<file path="src/rtl/otter_mem_pkg.sv">
// otter_mem_pkg: shared types and widths for the OTTER memory arbiter.
//   state_t  - arbiter FSM states
//   owner_t  - which requester owns the current transaction
//   cmd_t    - latched memory command (write enable, byte enables, address, write data)
package otter_mem_pkg;

    localparam int ADDR_W = 32;
    localparam int DATA_W = 32;
    localparam int BE_W   = 4;

    typedef enum logic [1:0] {
        ST_IDLE,
        ST_ACCESS,
        ST_RESP
    } state_t;

    typedef enum logic {
        OWN_I,
        OWN_D
    } owner_t;

    typedef struct packed {
        logic              we;
        logic [BE_W-1:0]   be;
        logic [ADDR_W-1:0] addr;
        logic [DATA_W-1:0] wdata;
    } cmd_t;

endpackage

</file>
<file path="src/rtl/otter_arb_timer.sv">
// otter_arb_timer: counts cycles while enabled and flags the last allowed one.
//   clk, rst_n - clock, async active-low reset
//   clear      - zero the count (held while the arbiter is outside ACCESS)
//   enable     - count this cycle (arbiter is in ACCESS)
//   expired    - high during the TIMEOUT-th enabled cycle
module otter_arb_timer #(
    parameter int TIMEOUT = 15
) (
    input  logic clk,
    input  logic rst_n,
    input  logic clear,
    input  logic enable,
    output logic expired
);

    localparam int CW = $clog2(TIMEOUT + 1);

    logic [CW-1:0] tmo_cnt;

    always_ff @(posedge clk or negedge rst_n) begin
        if (!rst_n)
            tmo_cnt <= '0;
        else if (clear)
            tmo_cnt <= '0;
        else if (enable && tmo_cnt != CW'(TIMEOUT))
            tmo_cnt <= tmo_cnt + 1'b1;
    end

    // Count starts at 0 in the first ACCESS cycle, so TIMEOUT-1 marks the last one.
    assign expired = enable && (tmo_cnt == CW'(TIMEOUT - 1));

endmodule

</file>
<file path="src/rtl/otter_mem_arbiter.sv">
// otter_mem_arbiter: shares one memory port between instruction fetch and data.
//   clk, rst_n                      - clock, async active-low reset
//   i_req/i_addr                    - fetch read request
//   i_gnt/i_rvalid/i_rdata/i_err    - fetch grant, completion, data, error
//   d_req/d_we/d_be/d_addr/d_wdata  - data request and command
//   d_gnt/d_rvalid/d_rdata/d_err    - data grant, completion, data, error
//   mem_*                           - shared memory port, mem_ack completes
//   busy                            - FSM not idle
module otter_mem_arbiter
    import otter_mem_pkg::*;
#(
    parameter int STARVE_LIMIT = 4,
    parameter int TIMEOUT      = 15
) (
    input  logic              clk,
    input  logic              rst_n,
    input  logic              i_req,
    input  logic [ADDR_W-1:0] i_addr,
    output logic              i_gnt,
    output logic              i_rvalid,
    output logic [DATA_W-1:0] i_rdata,
    output logic              i_err,
    input  logic              d_req,
    input  logic              d_we,
    input  logic [BE_W-1:0]   d_be,
    input  logic [ADDR_W-1:0] d_addr,
    input  logic [DATA_W-1:0] d_wdata,
    output logic              d_gnt,
    output logic              d_rvalid,
    output logic [DATA_W-1:0] d_rdata,
    output logic              d_err,
    output logic              mem_req,
    output logic              mem_we,
    output logic [BE_W-1:0]   mem_be,
    output logic [ADDR_W-1:0] mem_addr,
    output logic [DATA_W-1:0] mem_wdata,
    input  logic              mem_ack,
    input  logic [DATA_W-1:0] mem_rdata,
    output logic              busy
);

    localparam int SW = $clog2(STARVE_LIMIT + 1);

    state_t            state, state_d;
    owner_t            owner;
    cmd_t              cmd;
    logic [DATA_W-1:0] rdata_q;
    logic              err_q;
    logic [SW-1:0]     starve_cnt;
    logic              pick_i, pick_d;
    logic              in_access, in_resp, expired;

    assign in_access = (state == ST_ACCESS);
    assign in_resp   = (state == ST_RESP);

    // Data wins ties unless fetch has already lost STARVE_LIMIT times in a row.
    assign pick_d = d_req && (!i_req || starve_cnt != SW'(STARVE_LIMIT));
    assign pick_i = i_req && !pick_d;

    // Grants are combinational from req; masked by rst_n so reset zeroes them.
    assign i_gnt = rst_n && (state == ST_IDLE) && pick_i;
    assign d_gnt = rst_n && (state == ST_IDLE) && pick_d;

    otter_arb_timer #(.TIMEOUT(TIMEOUT)) u_timer (
        .clk     (clk),
        .rst_n   (rst_n),
        .clear   (!in_access),
        .enable  (in_access),
        .expired (expired)
    );

    always_ff @(posedge clk or negedge rst_n) begin
        if (!rst_n)
            state <= ST_IDLE;
        else
            state <= state_d;
    end

    always_comb begin
        state_d = state;
        unique case (state)
            ST_IDLE:   if (i_req || d_req)     state_d = ST_ACCESS;
            ST_ACCESS: if (mem_ack || expired) state_d = ST_RESP;
            ST_RESP:                           state_d = ST_IDLE;
            default:                           state_d = ST_IDLE;
        endcase
    end

    always_ff @(posedge clk or negedge rst_n) begin
        if (!rst_n) begin
            owner      <= OWN_I;
            cmd        <= '0;
            rdata_q    <= '0;
            err_q      <= 1'b0;
            starve_cnt <= '0;
        end else begin
            if (state == ST_IDLE && (pick_i || pick_d)) begin
                if (pick_d) begin
                    owner      <= OWN_D;
                    cmd.we     <= d_we;
                    cmd.be     <= d_be;
                    cmd.addr   <= d_addr;
                    cmd.wdata  <= d_wdata;
                    if (i_req && starve_cnt != SW'(STARVE_LIMIT))
                        starve_cnt <= starve_cnt + 1'b1;
                end else begin
                    owner      <= OWN_I;
                    cmd.we     <= 1'b0;
                    cmd.be     <= '1;
                    cmd.addr   <= i_addr;
                    cmd.wdata  <= '0;
                    starve_cnt <= '0;
                end
            end
            if (in_access) begin
                // mem_ack takes precedence over a timeout in the same cycle.
                if (mem_ack) begin
                    rdata_q <= cmd.we ? '0 : mem_rdata;
                    err_q   <= 1'b0;
                end else if (expired) begin
                    rdata_q <= '0;
                    err_q   <= 1'b1;
                end
            end
        end
    end

    assign mem_req   = in_access;
    assign mem_we    = in_access && cmd.we;
    assign mem_be    = in_access ? cmd.be    : '0;
    assign mem_addr  = in_access ? cmd.addr  : '0;
    assign mem_wdata = in_access ? cmd.wdata : '0;

    assign i_rvalid  = in_resp && (owner == OWN_I);
    assign d_rvalid  = in_resp && (owner == OWN_D);
    assign i_rdata   = i_rvalid ? rdata_q : '0;
    assign d_rdata   = d_rvalid ? rdata_q : '0;
    assign i_err     = i_rvalid && err_q;
    assign d_err     = d_rvalid && err_q;

    assign busy      = (state != ST_IDLE);

endmodule

</file>
<file path="config.mk">
export PLATFORM = sky130hd
export DESIGN_NAME = otter_mem_arbiter
export DESIGN_NICKNAME = d
export VERILOG_FILES = /design/src/rtl/otter_mem_pkg.sv /design/src/rtl/otter_arb_timer.sv /design/src/rtl/otter_mem_arbiter.sv
export SDC_FILE = /design/constraint.sdc
export NUM_CORES = 1
export LEC_CHECK = 0
export CORE_UTILIZATION = 45
export CTS_CLUSTER_SIZE = 24
export DETAILED_ROUTE_END_ITERATION = 8
export PLACE_DENSITY = 0.86
export SYNTH_ARGS = -nofsm -noshare
export SYNTH_HDL_FRONTEND = slang
export SYNTH_HIERARCHICAL = 1
export SYNTH_SLANG_ARGS = --single-unit
</file>
<file path="constraint.sdc">
create_clock -name clk -period 4.2 [get_ports clk]
set_input_delay 0.84 -clock clk [delete_from_list [all_inputs] [get_ports clk]]
set_output_delay 0.84 -clock clk [all_outputs]
set_load 0.02 [all_outputs]
</file>
# Word level (Yosys, flattened, before mapping)

Index checks and enable logic that the tools add are counted.

Div/mod/pow operators: 0
Equal/unequal tests: 9
Muxes and demuxes: 19
Bitwise operators: 1
Add/subtract/negate cells: 2
Reduce and logical (&&, ||, !) cells: 26
$mul: 0
Shifts and indexed selects: 0
$lt $le $gt $ge: 0

Operators with widths:

| kind                | number |
|---|---|
| $mux 32             | 7 |
| $mux 69             | 1 |
| $logic_and 1x1->1   | 14 |
| $mux 4              | 3 |
| $ne 2x1->1 const B  | 4 |
| $mux 3              | 2 |
| $reduce_and 2->1    | 3 |
| $add 4x1->4 const B | 1 |
| $eq 4x4->1 const B  | 1 |
| $logic_or 1x1->1    | 4 |
| $mux 2              | 2 |
| $ne 4x4->1 const B  | 1 |
| $pmux 2 s2          | 1 |
| $reduce_bool 2->1   | 2 |
| $add 3x1->3 const B | 1 |
| $mux 1              | 3 |
| $ne 3x3->1 const B  | 1 |
| $eq 2x1->1 const B  | 1 |
| $eq 2x2->1 const B  | 1 |
| $logic_not 1->1     | 2 |
| $logic_not 2->1     | 1 |
| $not 1->1           | 1 |

Memories kept: 0
Output and inout port bits: 141
Bits in latches: 0
ROM bits: 0
Memory bits (writable): 0
Flip-flop bits (word level): 112
Logic and storage cells: 67
Input bits: 138

# Depth between registers and ports, before layout

Depth after elaboration: 8
Mapped depth: 8
Depth with buffers taken out: 6

# Modules after synthesis

The synthesis kept the hierarchy.

By module, submodules not included:

| module            | cells an instance | area each (um2) | times used | seq. area each (um2) |
|---|---|---|---|---|
| otter_mem_arbiter | 649               | 5830.6          | 1          | 2702.6 |
| otter_arb_timer   | 23                | 260.2           | 1          | 100.1 |

# Least setup slack after synthesis

No wires, ideal clock.

Kind: input to output
Start point: in i_req
End point: out i_gnt
Arrival time: 1.845 ns
Stages on the path: 4
Path slack: 1.515 ns
Data required time: 3.360 ns
Path buffers: 1
Path through: nand3_2 -> and2_4 -> buf_2 -> nor3b_1

Longest elaborated chain between the ends: 6

Ends and longest elaborated chain:

| element               | line                    | RTL |
|---|---|---|
| start: declaration    | otter_mem_arbiter.sv:17 | `input logic i_req,` |
| $logic_not 1->1       | otter_mem_arbiter.sv:57 | `assign pick_d = d_req && (!i_req \|\| starve_cnt != SW'(STARVE_LIMIT));` |
| $logic_or 1x1->1      | otter_mem_arbiter.sv:57 |  |
| $logic_and 1x1->1     | otter_mem_arbiter.sv:57 |  |
| $logic_not 1->1       | otter_mem_arbiter.sv:58 | `assign pick_i = i_req && !pick_d;` |
| $logic_and 1x1->1 (*) | otter_mem_arbiter.sv:58 |  |
| $logic_and 1x1->1 (*) | otter_mem_arbiter.sv:61 | `assign i_gnt = rst_n && (state == ST_IDLE) && pick_i;` |
| end: declaration      | otter_mem_arbiter.sv:19 | `output logic i_gnt,` |

Every way passes the cells marked *; elsewhere a longest branch is shown, timed or not.

# Final worst setup path

Same ends and word-level chain as after synthesis.

==> run_results.csv <==
group,metric,value,unit
run_status,status,"completed",
timing,skew,0.0129,ns
routing,vias_per_cell,5.53,
global_route,grt_pass1_vias,5857,
cts,cts-root-buf,"clkbuf_16",
floorplanning,start_util,0.460,
setup_path,path_max_fanout,38,
routing,wl,19000,microns
setup_path,cp-startpoint,"i_req",
routing,wire_per_inst,17.4,microns
logic_synthesis,synth_area_leaders,"dfrtp_1, and2_1, o21ai_0",
routing,antenna_left,0,
timing,hold_violations,0,
cts,cts_made_buffers,9,
global_route,grt-ovfl-total,0,
layout,diodes,0,
cts,insertion_delay,0.35,ns
setup_path,critical_path_required,3.36,ns
layout,area_growth,51.8,%
placement,dp.final_hpwl,12500,microns
timing,max_freq,272,MHz
timing,min_period_over_period,0.874,
flow_run,cap_violations,0,
global_route,grtUsageTotal,0.271,
setup_path,path_class,"in -> out",
setup_path,r2r_cells,8,
timing,setup_viol,0,
hold_path,hold_class,"in -> async",
global_route,grt_pass1_wl,30200,microns
cts,ctsHoldBuffers,0,
setup_path,r2r_start,"state[1]",
pwr,p_leak,3.65,nW
floorplanning,core_area,0.0132,sq mm
timing,tightest_slew,1.19,ns
timing,max_slew_margin,0.207,
logic_synthesis,netlist_area,0.00609,sq mm
logic_synthesis,ys_warn_count,6,
floorplanning,die_area,0.0140,sq mm
timing,rsz0062_at_grt,"no",
cts,cts_setup_buffers,0,
logic_synthesis,synth_edf_count,0,
cts,cts_sinks,112,
placement,post-place-ws,0.515,ns
floorplanning,io_pins,279,
routing,drc,0,
layout,nFillCells,1079,
cts,h-tree-depth,3,
placement,place_congestion,0.847,
logic_synthesis,netlist.area_leader.share,0.460,
layout,instances_no_fill,1090,
logic_synthesis,postSynth.asyncResetShare,1.00,
logic_synthesis,synth-seq-cells,112,
setup_path,endpoint_kind,"output pin",
placement,place_inst,1074,
cts,path_clk_slew,0.08,ns
placement,portBuffers,278,
logic_synthesis,yosysSeqAreaShare,0.460,
pwr,power.density,588,mW/mm^2
logic_synthesis,avgSynthCellArea,9.06,sq um
logic_synthesis,postSynthCellCount,672,
floorplanning,die_height,118,microns
cts,cts_tree,"yes",
logic_synthesis,synth_cell_types,40,
floorplanning,rows,42,
timing,fin_crit,3.67,ns
cts,cts.repair.resized,0,
layout,final_nets,1051,
setup_path,cp.arrival,2.83,ns
setup_path,startpoint_type,"input port",
pwr,max-vdd-ir-drop,0.321,mV
setup_path,critical_path.endpoint,"i_gnt",
timing,final.setup.tns,0,ns
global_route,grt_max_degree,63,
logic_synthesis,synth_common_cells,"and2_1, dfrtp_1, o21ai_0",
timing,drv_slew,0,
routing,vias,6033,
global_route,antenna_found_initial,0,
logic_synthesis,synthMostInstantiatedCell,"and2_1",
layout,multiInputGateArea,0.00294,sq mm
layout,layout.area.seq,0.00280,sq mm
logic_synthesis,ys.flop_type,"dfrtp_1",
cts,cts_buffer_depth,2,
logic_synthesis,syn-num-nets,814,
logic_synthesis,synth_largest_area_cell,"dfrtp_1",
routing,first_pass_iters,5,
routing,drt_iter0_drc,529,
layout,drive_above_1_share,0.0558,
layout,postLayoutCoreUtil,0.698,
setup_path,r2r-end,"err_q",
timing,timing.final.ws_setup,0.529,ns
floorplanning,fp.dieW,118,microns
setup_path,reg2reg_slack,1.13,ns
-- how the worst min path moves through the flow --
| stage | from | to | slack (ns) | depth (start not counted) |
|---|---|---|---|---|
| final | rst_n | cmd[45] | 0.41 | 1 |
| after global routing | rst_n | cmd[46] | 0.41 | 1 |
| after CTS | rst_n | cmd[45] | 0.41 | 1 |
| after detailed placement | cmd[2] | cmd[2] | 0.47 | 1 |
| after global placement | cmd[4] | cmd[4] | 0.46 | 1 |
| after floorplan | cmd[0] | cmd[0] | 0.45 | 1 |
-- worst max-delay path, stage by stage --
cell and delay, ns:
clkdlybuf4s50_1 0.63, nand3_2 0.13, and2_4 0.31, nor3b_1 0.23
clkdlybuf4s50_1 0.67
-- power by group --
part           internal, mW  total (mW)  switching (mW)  leakage [nW]
combinational          1.21        2.71            1.50          2.07
sequential             1.54        1.79           0.250          1.43
clock                 0.542       0.946           0.404         0.155
-- per-layer routing --
layer / up-vias / routed length, microns / track usage
li1: 2860 / - / -
met1: 2885 / 7710 / 0.345
met2: 245 / 9390 / 0.450
met3: 43 / 1250 / 0.0483
met4: 0 / 610 / 0.124
met5: - / 0 / 0
-- flip-flops by register name (all words and copies together), names as in the netlist --
register and count:
u_timer/tmo_cnt 4, err_q 1, state 2, owner 1
cmd 69, rdata_q 32, starve_cnt 3
-- cells by family after synthesis --
group,after synthesis,synth area share
AND/OR/NAND/NOR,301,0.281
AO/OA/AOI/OAI,176,0.187
flip-flops,112,0.460
buffers and inverters,77,0.0585
adder cells (fa/ha/maj),4,0.00822
multiplexers,2,0.00493
-- layout by cell type, fill, tap and decap left out, types with 2 or more instances in the layout --
cell type,count
nand4_1,34
and2_1,135
o21ai_0,84
clkinv_4,2
nor3_1,5
buf_4,17
clkinvlp_4,2
o2bb2ai_1,34
bufinv_16,2
inv_2,2
nor2_1,6
o21ai_1,16
nand2_1,38
clkbuf_16,9
ha_1,4
a2bb2oi_1,5
clkdlybuf4s50_1,277
o211ai_1,31
nand2b_1,2
inv_1,6
nand3_1,66
dfrtp_1,112
mux2_4,2
-- area by class of cell --
class                   instances  share of cell area
clock buffers                  10              0.0258
inverters                       8             0.00325
repair buffers                295               0.316
multi-input cells             483               0.318
flip-flops and latches        112               0.303
clock inverters                 6              0.0100
well taps                     176              0.0238
-- stage by stage --
step	power, mW	instance area, sq um	hold slack (ns)
final	5.44	9250	0.409
after CTS	5.48	9250	0.409
after detailed placement	4.51	8910	0.466
after global placement	4.44	8910	0.462
after floorplan	3.40	6090	0.448
after global routing	5.78	9250	0.414
No activity file was read; power rests on OpenSTA's default activity.
